## config.mk

```make
export PLATFORM = sky130hd
export DESIGN_NAME = seq_mul16
export DESIGN_NICKNAME = d
export VERILOG_FILES = /design/src/rtl/seq_mul_pkg.sv /design/src/rtl/mul_add_stage.sv /design/src/rtl/seq_mul16.sv
export SDC_FILE = /design/constraint.sdc
export NUM_CORES = 1
export LEC_CHECK = 0
export BUFFER_PORTS_ARGS = -buffer_cell sky130_fd_sc_hd__buf_2
export CAP_MARGIN = 30
export CORE_ASPECT_RATIO = 1.4
export CORE_MARGIN = 1
export CORE_UTILIZATION = 50
export CTS_BUF_LIST = sky130_fd_sc_hd__clkbuf_8
export DETAILED_ROUTE_END_ITERATION = 8
export PLACE_DENSITY = 0.72
export SLEW_MARGIN = 15
export SYNTH_ARGS = -nofsm -noshare
export SYNTH_HDL_FRONTEND = slang
export SYNTH_SLANG_ARGS = --single-unit
export TNS_END_PERCENT = 10
```

## constraint.sdc

```tcl
create_clock -name clk -period 9.9 [get_ports clk]
set_clock_uncertainty 0.1 [all_clocks]
set_input_delay 1.98 -clock clk [delete_from_list [all_inputs] [get_ports clk]]
set_output_delay 1.98 -clock clk [all_outputs]
set_load 0.01 [all_outputs]
```

## src/rtl/seq_mul_pkg.sv

```systemverilog
// ----------------------------------------------------------------------------
// seq_mul_pkg
// Shared definitions for the sequential shift-and-add multiplier:
//   - state_t        : controller states (IDLE, RUN, DONE)
//   - SEQ_MUL_WIDTH  : default operand width
//   - cnt_width()    : width of the step counter for a given operand width
// ----------------------------------------------------------------------------
package seq_mul_pkg;

   typedef enum logic [1:0] {
      IDLE = 2'd0,
      RUN  = 2'd1,
      DONE = 2'd2
   } state_t;

   localparam int SEQ_MUL_WIDTH = 16;

   // One extra bit over $clog2 so the counter can hold WIDTH itself; the
   // alignment shift amount (WIDTH - cnt) is formed at this same width.
   function automatic int cnt_width(input int width);
      return $clog2(width) + 1;
   endfunction

endpackage : seq_mul_pkg

```

## src/rtl/mul_add_stage.sv

```systemverilog
// ----------------------------------------------------------------------------
// mul_add_stage
// WIDTH-bit ripple-carry adder used once per multiply step for hi + addend.
// Carry-in is tied low; the carry-out is exposed so the multiplier keeps the
// full WIDTH+1-bit partial sum.
//
// Ports:
//   a      in   WIDTH  first addend (running high half)
//   b      in   WIDTH  second addend (multiplicand or zero)
//   sum    out  WIDTH  a + b, low WIDTH bits
//   c_out  out  1      carry out of the top bit
// ----------------------------------------------------------------------------
module mul_add_stage #(
   parameter int WIDTH = 16
) (
   input  logic [WIDTH-1:0] a,
   input  logic [WIDTH-1:0] b,
   output logic [WIDTH-1:0] sum,
   output logic             c_out
);

   logic carry;

   // Bit-serial carry ripple expressed as a loop so the chain stays one
   // combinational variable rather than a self-referencing vector.
   always_comb begin
      carry = 1'b0;
      sum   = '0;
      for (int i = 0; i < WIDTH; i++) begin
         sum[i] = a[i] ^ b[i] ^ carry;
         carry  = (a[i] & b[i]) | (carry & (a[i] ^ b[i]));
      end
      c_out = carry;
   end

endmodule : mul_add_stage

```

## src/rtl/seq_mul16.sv

```systemverilog
// ----------------------------------------------------------------------------
// seq_mul16
// Sequential unsigned shift-and-add multiplier with valid/ready on both the
// operand and the result side. One WIDTH-bit add per clock builds the
// 2*WIDTH-bit product over WIDTH steps.
//
// Build option:
//   SEQ_MUL16_EARLY_EXIT_EN  when defined, RUN ends as soon as the remaining
//                            multiplier bits are all zero, finishing with a
//                            single alignment shift. Result is unchanged.
//
// Ports:
//   clk        in   1        rising-edge clock
//   rst        in   1        asynchronous active-high reset
//   in_valid   in   1        operands a/b valid
//   in_ready   out  1        block can accept operands (IDLE)
//   a          in   WIDTH    multiplicand
//   b          in   WIDTH    multiplier
//   out_valid  out  1        product p valid (DONE)
//   out_ready  in   1        consumer accepts p
//   p          out  2*WIDTH  unsigned product a*b, held while in DONE
//   busy       out  1        high in RUN or DONE
//
// state | meaning
// ------+----------------------------------------------------------------
// IDLE  | waiting for operands, in_ready=1
// RUN   | one shift-and-add step per clock, cnt counts steps taken
// DONE  | product on p with out_valid=1 until out_ready is seen
// ----------------------------------------------------------------------------
module seq_mul16
   import seq_mul_pkg::*;
#(
   parameter int WIDTH = SEQ_MUL_WIDTH
) (
   input  logic               clk,
   input  logic               rst,
   input  logic               in_valid,
   output logic               in_ready,
   input  logic [WIDTH-1:0]   a,
   input  logic [WIDTH-1:0]   b,
   output logic               out_valid,
   input  logic               out_ready,
   output logic [2*WIDTH-1:0] p,
   output logic               busy
);

   localparam int               CNT_W    = cnt_width(WIDTH);
   localparam logic [CNT_W-1:0] LAST_CNT = CNT_W'(WIDTH - 1);

   state_t             state;
   logic [WIDTH-1:0]   mcand;
   logic [WIDTH-1:0]   hi;
   logic [WIDTH-1:0]   lo;
   logic [CNT_W-1:0]   cnt;

   logic [WIDTH-1:0]   addend;
   logic [WIDTH-1:0]   sum;
   logic               c_out;
   logic [2*WIDTH-1:0] step_prod;

   assign addend = lo[0] ? mcand : '0;

   mul_add_stage #(
      .WIDTH (WIDTH)
   ) u_add (
      .a     (hi),
      .b     (addend),
      .sum   (sum),
      .c_out (c_out)
   );

   // {c,sum,lo} >> 1: the carry becomes the new MSB of hi, the add's LSB
   // drops into the top of lo, and the consumed multiplier bit falls off.
   assign step_prod = {c_out, sum, lo[WIDTH-1:1]};

`ifdef SEQ_MUL16_EARLY_EXIT_EN
   // Multiplier bits not yet consumed. Once these are all zero every
   // remaining step would add zero, so the outstanding WIDTH-cnt shifts
   // collapse into one.
   logic [WIDTH-1:0]   rem;
   logic [CNT_W-1:0]   align_sh;
   logic [2*WIDTH-1:0] align_prod;

   assign align_sh   = CNT_W'(WIDTH) - cnt;
   assign align_prod = {hi, lo} >> align_sh;
`endif

   always_ff @(posedge clk or posedge rst) begin
      if (rst) begin
         state     <= IDLE;
         in_ready  <= 1'b1;
         out_valid <= 1'b0;
         busy      <= 1'b0;
         p         <= '0;
         mcand     <= '0;
         hi        <= '0;
         lo        <= '0;
         cnt       <= '0;
`ifdef SEQ_MUL16_EARLY_EXIT_EN
         rem       <= '0;
`endif
      end else begin
         case (state)
            IDLE: begin
               if (in_valid) begin
                  mcand    <= a;
                  lo       <= b;
                  hi       <= '0;
                  cnt      <= '0;
`ifdef SEQ_MUL16_EARLY_EXIT_EN
                  rem      <= b;
`endif
                  state    <= RUN;
                  in_ready <= 1'b0;
                  busy     <= 1'b1;
               end
            end

            RUN: begin
`ifdef SEQ_MUL16_EARLY_EXIT_EN
               if (rem == '0) begin
                  {hi, lo}  <= align_prod;
                  p         <= align_prod;
                  out_valid <= 1'b1;
                  state     <= DONE;
               end else begin
                  {hi, lo} <= step_prod;
                  rem      <= rem >> 1;
                  cnt      <= cnt + CNT_W'(1);
                  if (cnt == LAST_CNT) begin
                     p         <= step_prod;
                     out_valid <= 1'b1;
                     state     <= DONE;
                  end
               end
`else
               {hi, lo} <= step_prod;
               cnt      <= cnt + CNT_W'(1);
               if (cnt == LAST_CNT) begin
                  p         <= step_prod;
                  out_valid <= 1'b1;
                  state     <= DONE;
               end
`endif
            end

            DONE: begin
               if (out_ready) begin
                  out_valid <= 1'b0;
                  busy      <= 1'b0;
                  in_ready  <= 1'b1;
                  state     <= IDLE;
               end
            end

            default: begin
               out_valid <= 1'b0;
               busy      <= 1'b0;
               in_ready  <= 1'b1;
               state     <= IDLE;
            end
         endcase
      end
   end

endmodule : seq_mul16

```

# After elaboration in Yosys (flattened, before gate mapping)
# Cells that the tools add are included.
# totals
ramBits,0
ff_bits,90
n_memories,0
rom_bits,0
latch_bits,0
output_inout_bits,35
wordCells,122
inputBits,36
# classes
n_shift,0
n_reduce_logical,8
muxes,19
div_mod_pow,0
eq_ne,6
bitwise_logic,79
n_mul,0
magnitude_cmp,0
addsub,1
# op_table
operator,n
$pmux W16 S2,2
$mux W16,3
$and A1 B1 Y1,31
$xor A1 B1 Y1,31
$or A1 B1 Y1,15
$pmux W5 S2,1
$pmux W1 S3,3
$reduce_and A3 Y1,3
$mux W2,3
$ne A2 B2 Y1 const B,3
$pmux W2 S3,1
$reduce_and A2 Y1,3
$add A5 B1 Y5 const B,1
$eq A5 B4 Y1 const B,1
$mux W1,5
$mux W5,1
$eq A2 B1 Y1 const B,1
$eq A2 B2 Y1 const B,1
$logic_not A2 Y1,1
$not A1 Y1,2
$reduce_bool A2 Y1,1

# Depth between registers and ports, before layout
# Gate-level depths: netlist of the first run.
# depth
ltp_word,33
depth_mapped,26
ltp_nobuf,25

# Modules after synthesis
# From an unflattened synthesis of the first run, not the netlist that was laid out.
# hier_totals
cells_unflattened,299
area_unflattened_um2,4166.5
# modules_own_cells
mod,area_per_inst_um2,n_inst,seq_area_each_um2,cells_per_inst
seq_mul16,3816.2,1,2253.4,273
mul_add_stage,350.3,1,0.0,26

# Worst setup path before layout of the first run
# No wires, ideal clock.
# synth_timing
kind,register to register
startpoint,reg lo[0]
endpoint,reg p[30]
t_arrival_ns,6.319
path_buffers,2
setup_time_ns,0.130
slack_ns,3.352
t_required_ns,9.670
synth_period_minus_slack_ns,6.548
stages_incl_launch_ff,26
cell_sequence,dfrtp_1 clkbuf_1 clkbuf_1 nand2_1 fa_1 fa_1 fa_1 fa_1 fa_1 fa_1 inv_1 fa_1 inv_1 fa_1 fa_1 inv_1 fa_1 inv_1 fa_1 fa_1 fa_1 inv_1 fa_1 inv_1 fa_1 o21ai_0
# synth_between
elab_chain_len,31
word_cells_on_any_way,60
classes_between,mux (1); bitwise (59)
# synth_lines
item,line_no,text
"start, declared",seq_mul16.sv:53,logic [WIDTH-1:0] lo;
"start signal, assigned",seq_mul16.sv:137,"{hi, lo} <= step_prod;"
$mux W16 *,seq_mul16.sv:61,assign addend = lo[0] ? mcand : '0;
$and A1 B1 Y1 / $xor A1 B1 Y1 (equally long branches),mul_add_stage.sv:31,carry = (a[i] & b[i]) | (carry & (a[i] ^ b[i]));
$and A1 B1 Y1,mul_add_stage.sv:31,
$or A1 B1 Y1,mul_add_stage.sv:31,
$and A1 B1 Y1,mul_add_stage.sv:31,
$or A1 B1 Y1,mul_add_stage.sv:31,
$and A1 B1 Y1,mul_add_stage.sv:31,
$or A1 B1 Y1,mul_add_stage.sv:31,
(+15 left out),-,
$or A1 B1 Y1,mul_add_stage.sv:31,
$and A1 B1 Y1,mul_add_stage.sv:31,
$or A1 B1 Y1,mul_add_stage.sv:31,
$and A1 B1 Y1,mul_add_stage.sv:31,
$or A1 B1 Y1,mul_add_stage.sv:31,
$and A1 B1 Y1,mul_add_stage.sv:31,
$or A1 B1 Y1,mul_add_stage.sv:31,
$xor A1 B1 Y1 *,mul_add_stage.sv:30,sum[i] = a[i] ^ b[i] ^ carry;
"end signal, assigned",seq_mul16.sv:140,p <= step_prod;
"end, declared",seq_mul16.sv:43,"output logic [2*WIDTH-1:0] p,"
# Mark *: on every way between the ends. The rest lies on a longest branch, timed or not.
# A chain may end at the register's enable or synchronous reset.

# Final worst setup path of the first run
# layout_timing
startpoint,reg lo[0]
endpoint,reg hi[14]
# layout_between
elab_chain_len,32
word_cells_on_any_way,61
classes_between,mux (2); bitwise (59)
# layout_lines
item,line_no,text
$mux W16 *,seq_mul16.sv:61,
$and A1 B1 Y1 / $xor A1 B1 Y1 (equally long branches),mul_add_stage.sv:31,
$and A1 B1 Y1,mul_add_stage.sv:31,
$or A1 B1 Y1,mul_add_stage.sv:31,
$and A1 B1 Y1,mul_add_stage.sv:31,
$or A1 B1 Y1,mul_add_stage.sv:31,
$and A1 B1 Y1,mul_add_stage.sv:31,
$or A1 B1 Y1,mul_add_stage.sv:31,
(+16 left out),-,
$and A1 B1 Y1,mul_add_stage.sv:31,
$or A1 B1 Y1,mul_add_stage.sv:31,
$and A1 B1 Y1,mul_add_stage.sv:31,
$or A1 B1 Y1,mul_add_stage.sv:31,
$and A1 B1 Y1,mul_add_stage.sv:31,
$or A1 B1 Y1,mul_add_stage.sv:31,
$xor A1 B1 Y1 *,mul_add_stage.sv:30,
$pmux W16 S2 *,seq_mul16.sv:103,case (state)
"end signal, assigned",seq_mul16.sv:137,
"end, declared",seq_mul16.sv:52,logic [WIDTH-1:0] hi;
# Marks and branches as above.

==> results.json, run 1 <==
{
  "layout-drive-gt1-share": 0.3075,
  "p_leak_nw": 2.273,
  "ys_seq_area_frac": 0.5581,
  "fin_setup_tns_ns": 0,
  "multiInputGateArea_um2": 1579,
  "gp_congestion": 0.7609,
  "max_freq_mhz": 144.9,
  "power_frac_comb": 0.351,
  "hold_class": "flop to flop",
  "fillers": 661,
  "fp.dieW_um": 77.95,
  "swShare": 0.3461,
  "crit_type": "flop to flop",
  "grt_antenna_before_repair": 0,
  "cts_buffer_depth": 2,
  "cpMaxStageDelayCell": "dfrtp_1",
  "dp.cells": 497,
  "ant_nets": 0,
  "grt_pass1_wl_um": 12720,
  "setup_viol": 0,
  "synth_area_leaders": "dfrtp_1, mux2_2, fa_1",
  "synth.avg_cell_area_um2": 11.84,
  "relSlewSlack": 0.3896,
  "grt_pass1_vias": 2630,
  "grt_overflow": 0,
  "cts_inserted_buffers": 9,
  "outcome": "finished, final reports clean",
  "powerDensity_nw_per_um2": 295.4,
  "post-route-period-util": 0.6970,
  "cts-root-buf": "clkbuf_8",
  "port_buffers": 70,
  "period_minus_slack_ns": 6.901,
  "netlist.area_leader.share": 0.5516,
  "p_sw_w": 0.0004780,
  "final_nets": 462,
  "post_cts_resized": 0,
  "finalHoldViolCount": 0,
  "cp_max_fo": 18,
  "syn_nets": 395,
  "area_growth_pct": 15.80,
  "routed_via_density": 5.109,
  "vias": 2621,
  "rows": 38,
  "cp_num_buf_inv": 7,
  "synthesis.area_um2": 4038,
  "ir_drop_uv": 172.0,
  "rsz0062_at_grt": "false",
  "post_cts_buffers": 0,
  "reg2reg_slack_ns": 3.00,
  "drv_slew": 0,
  "track_usage": 0.1997,
  "cp-end-kind": "flop",
  "cap_violations": 0,
  "drt_iter0_markers": 111,
  "fp.dieH_um": 108.3,
  "critPathMaxStageDelay_ns": 0.69,
  "cpLargestDelayFamily": "adder cells",
  "routed_wl_um": 7487,
  "cp.required_ns": 10.01,
  "start_kind": "flop",
  "synthCells": 341,
  "clock-sinks": 90,
  "drt-pass1-iter-count": 4,
  "dp_hpwl_um": 5369,
  "synth_cell_type_count": 30,
  "seqPwrFrac": 0.462,
  "wl_per_cell_um": 14.59,
  "grt_max_degree": 61,
  "pwr-share-clk": 0.187,
  "io_pins": 71,
  "power_report.internal_total_w": 0.0009031,
  "regArea_um2": 2253,
  "path_clk_slew_ns": 0.08,
  "drc": 0,
  "antenna_cells": 0,
  "core_area_um2": 7797,
  "cp_common_cell": "fa_1",
  "tritoncts": "yes",
  "crit_arrival_ns": 7.01,
  "layout.cells.non_filler": 513,
  "ys_ff_latch": 90,
  "hold_ws_ns": 0.3765,
  "yosysWarnings": 0,
  "hold_buffers": 0,
  "worst-slew-pin-transition_ns": 0.9147,
  "start_util": 0.5178,
  "clk_latency_ns": 0.36,
  "die_area_um2": 8443,
  "h-tree-depth": 3,
  "synth_area_leader_cell": "dfrtp_1"
}
[metal layers]
metal / share of wire / track usage / vias to the layer above
li1: - / - / 1267
met1: 0.43 / 0.2500 / 1287
met2: 0.52 / 0.3331 / 55
met3: 0.039 / 0.04726 / 12
met4: 0.017 / 0.08466 / 0
met5: 0 / 0 / -
[stage by stage]
step           instance area (um^2)  worst slack [ns]    util  power [W]
3_5_place_dp                   4472             2.963  0.5735   0.001144
4_1_cts                        4676             2.983  0.5996   0.001404
6_report                       4676             3.000  0.5996   0.001381
2_1_floorplan                  4038             3.352       -  0.0009681
5_1_grt                        4676             2.624  0.5996   0.001496
3_3_place_gp                   4429             3.101  0.5680   0.001111
[worst reg2reg max path: stages (launching register included)]
cell,delay (ns)
dfrtp_1,0.69
and2_1,0.21
ha_1,0.13
inv_1,0.05
fa_1,0.37
fa_1,0.38
fa_1,0.39
fa_1,0.39
fa_1,0.39
fa_1,0.37
inv_1,0.08
fa_1,0.16
inv_1,0.05
fa_1,0.38
fa_1,0.37
inv_1,0.08
fa_1,0.15
inv_1,0.05
fa_1,0.37
fa_1,0.39
fa_1,0.36
inv_1,0.07
fa_1,0.15
inv_1,0.05
fa_1,0.49
o21ai_0,0.09
[sequential cells by signal, summed over array words and instances (netlist names), 2 cells and up]
name / flops
p: 32
hi: 16
lo: 16
mcand: 16
cnt: 5
state: 2
[power by group through the flow]
stage / clock network [W] / logic [W] / registers [W]
after global placement: 0 / 0.000473 / 0.000639
final: 0.000259 / 0.000485 / 0.000638
after floorplan: 0 / 0.000334 / 0.000634
after global routing: 0.000281 / 0.000554 / 0.000662
after CTS: 0.000266 / 0.000498 / 0.000639
after detailed placement: 0 / 0.000499 / 0.000645
[worst paths after layout]
path,startpoint,cells past startpoint,end
worst max-delay path,lo[0],25,hi[14]
worst max register to register,lo[0],25,hi[14]
worst min register to register,p[17],2,p[17]
worst min-delay path,p[17],2,p[17]
max in group asynchronous,rst,4,in_ready
min in group asynchronous,rst,3,p[11]
[cell usage in the layout, fill, tap and decap left out, types with 8 or more instances in the layout]
master    count
clkbuf_8      9
buf_2        70
mux2i_1      13
o21ai_0      46
nand2_1      54
a21oi_1       8
mux2_2       35
fa_1         15
dfrtp_1      89
inv_1        27
[cell families (layout without fill, tap and decap cells)]
kind of cell    count (synthesis)  in the layout  synth area share
compound gates                 67             67           0.09328
flops                          90             90            0.5581
mux                            48             48            0.1298
fa+ha+maj                      18             18           0.08367
buf+inv                        44            116           0.05082
simple gates                   74             74           0.08429
[cell usage after synthesis]
| library cell | n |
|---|---|
| dfstp_2 | 1 |
| mux2_2 | 35 |
| and2_1 | 4 |
| dfrtp_1 | 89 |
| nor2b_1 | 2 |
| nand3b_1 | 1 |
| o22ai_1 | 1 |
| nand4_1 | 1 |
| a21oi_1 | 8 |
| and2b_1 | 5 |
| fa_1 | 15 |
| o21bai_1 | 1 |
| inv_1 | 24 |
| a22o_1 | 4 |
| clkbuf_2 | 1 |
| nor2_1 | 3 |
| ha_1 | 3 |
| nor3b_4 | 1 |
| and3_1 | 1 |
| o21ai_0 | 46 |
| buf_2 | 7 |
| buf_6 | 2 |
| mux2i_1 | 13 |
| a22oi_1 | 5 |
| nand2b_1 | 2 |
| o21bai_2 | 1 |
| nand2_1 | 54 |
| clkbuf_1 | 6 |
| o22a_1 | 1 |
| buf_4 | 4 |
[area by class of cell]
cell class | instances | share of cell area
Multi-Input combinational cell | 207 | 0.3377
Inverter | 24 | 0.01953
Timing Repair Buffer | 76 | 0.09045
Sequential cell | 90 | 0.4819
Tap cell | 100 | 0.02676
Clock buffer | 9 | 0.02649
Clock inverter | 7 | 0.01713
(Power assumes the default switching activity.)
==> run 2: changes to the inputs <==
clock period = 6.4 ns   (was 9.9 ns; I/O delays follow)
==> results.json, run 2 (synthesis results as in run 1) <==
{
  "outcome": "finished, final reports clean",
  "largest_reg_flops": 32,
  "start_util": 0.5178,
  "cts_buffer_depth": 2,
  "drt-met1-wl_um": 3169,
  "start_kind": "flop",
  "cp_max_fo": 2,
  "final_cell_mix": "dfrtp_1, buf_2, nand2_1",
  "core_area_um2": 7797,
  "die_area_um2": 8443,
  "power_frac_comb": 0.359,
  "max_freq_mhz": 161.6,
  "grt_antenna_before_repair": 0,
  "swShare": 0.3456,
  "vias": 2633,
  "gp_congestion": 0.7504,
  "cap_violations": 0,
  "reg2reg_to": "p[30]",
  "dr_wl_met3_um": 167,
  "reg2reg_depth": 25,
  "min_to": "cnt[3]",
  "period_minus_slack_ns": 6.188,
  "cts_inserted_buffers": 9,
  "dp_hpwl_um": 5265,
  "clock-sinks": 90,
  "finalHoldViolCount": 0,
  "tritoncts": "yes",
  "placed_area_um2": 4476,
  "cp_num_buf_inv": 7,
  "cp.required_ns": 6.51,
  "area_growth_pct": 16.98,
  "p_sw_w": 0.0007526,
  "cp-end-kind": "flop",
  "regMostFlops": "p",
  "drv_slew": 0,
  "path_clk_slew_ns": 0.08,
  "antenna_cells": 0,
  "final_common_cell": "dfrtp_1",
  "track_usage": 0.2043,
  "hold_class": "flop to flop",
  "clk_latency_ns": 0.36,
  "rsz0062_at_grt": "false",
  "relSlewSlack": 0.3919,
  "reg2reg_slack_ns": 0.21,
  "ant_nets": 0,
  "grt_pass1_vias": 2692,
  "post-route-period-util": 0.9669,
  "drc": 0,
  "ir_drop_uv": 280.3,
  "crit_arrival_ns": 6.30,
  "power_report.internal_total_w": 0.001425,
  "p_leak_nw": 2.277,
  "grt_pass1_wl_um": 12770,
  "h-tree-depth": 3,
  "reg2reg_from": "lo[0]",
  "power.total_w": 0.002178,
  "fp.dieW_um": 77.95,
  "crit_type": "flop to flop",
  "setup_viol": 0,
  "wl_met2_um": 4041,
  "routed_via_density": 5.113,
  "seqPwrFrac": 0.447,
  "critPathMaxStageDelay_ns": 0.48,
  "grt_overflow": 0,
  "cpMaxStageDelayCell": "fa_1",
  "fin_ws_ns": 0.2117,
  "place_ws_ns": -0.2813,
  "powerDensity_nw_per_um2": 461.1,
  "worstHoldPathCells": 1,
  "pwr-share-clk": 0.194,
  "fp.dieH_um": 108.3,
  "wl_per_cell_um": 14.64,
  "io_pins": 71,
  "rows": 38,
  "top_layer": "met4",
  "fin_area_um2": 4723,
  "port_buffers": 70,
  "drt_iter0_markers": 120,
  "hp-start": "cnt[3]",
  "cts-root-buf": "clkbuf_8",
  "drt-pass1-iter-count": 4,
  "routed_wl_um": 7542,
  "cp_common_cell": "fa_2",
  "cpLargestDelayFamily": "adder cells",
  "worst-slew-pin-transition_ns": 0.9112,
  "layout-drive-gt1-share": 0.3422,
  "grt_max_degree": 62,
  "final_nets": 464
}
==> run 2: cell types whose count changed in the layout (fill, tap and decap cells not counted), sizes merged <==
cell	delta
buf	+2
clkinvlp	+1
clkbuf	+1
inv	-3
clkinv	+1
==> run 2: final cells by class <==
type                            instances  area, um^2
Tap cell                              100       125.1
Fill cell                             675        3074
Timing Repair Buffer                   78       434.2
Clock buffer                           10       137.6
Inverter                               24       91.34
Multi-Input combinational cell        207        1599
Sequential cell                        90        2255
Clock inverter                          6       81.33
==> run 2: timing repair <==
item                                   CTS  global route
hold buffers                             0             0
pin swaps                                0             0
setup buffers                            1             0
setup endpoints to repair                6             6
gates resized for setup                  5             5
endpoints found under the hold margin    0             0
==> run 2: power groups by stage <==
stage	Clock [W]	Combinational, W	Sequential [W]
after floorplan	0	0.000520	0.000981
after global placement	0	0.000741	0.000981
after detailed placement	0	0.000775	0.000991
after CTS	0.000435	0.000795	0.000976
after global routing	0.000457	0.000899	0.00101
final	0.000422	0.000783	0.000974
==> run 2: how the worst max path moves through the flow <==
| stage | startpoint | to | slack [ns] | depth (start not counted) |
|---|---|---|---|---|
| after detailed placement | lo[0] | p[30] | -0.28 | 25 |
| after global placement | lo[0] | p[30] | -0.17 | 25 |
| after CTS | lo[0] | p[30] | 0.03 | 25 |
| final | lo[0] | p[30] | 0.21 | 25 |
| after global routing | lo[0] | hi[14] | 0.01 | 25 |
| after floorplan | lo[0] | p[30] | 0.05 | 26 |
==> run 2: metal layers <==
metal	global-route usage	up-vias
li1	-	1269
met1	0.2443	1314
met2	0.3527	40
met3	0.03629	10
met4	0.1071	0
met5	0	-
==> run 2: per-stage QoR <==
stage	TNS [ns]	utilization	hold WS, ns	instances
final	0	0.6057	0.3812	515
after global routing	0	0.6057	0.4146	515
after CTS	0	0.6045	0.3865	515
after detailed placement	-1.279	0.5740	0.3692	498
after global placement	-0.5259	0.5690	0.3604	496
after floorplan	0	-	0.3385	341
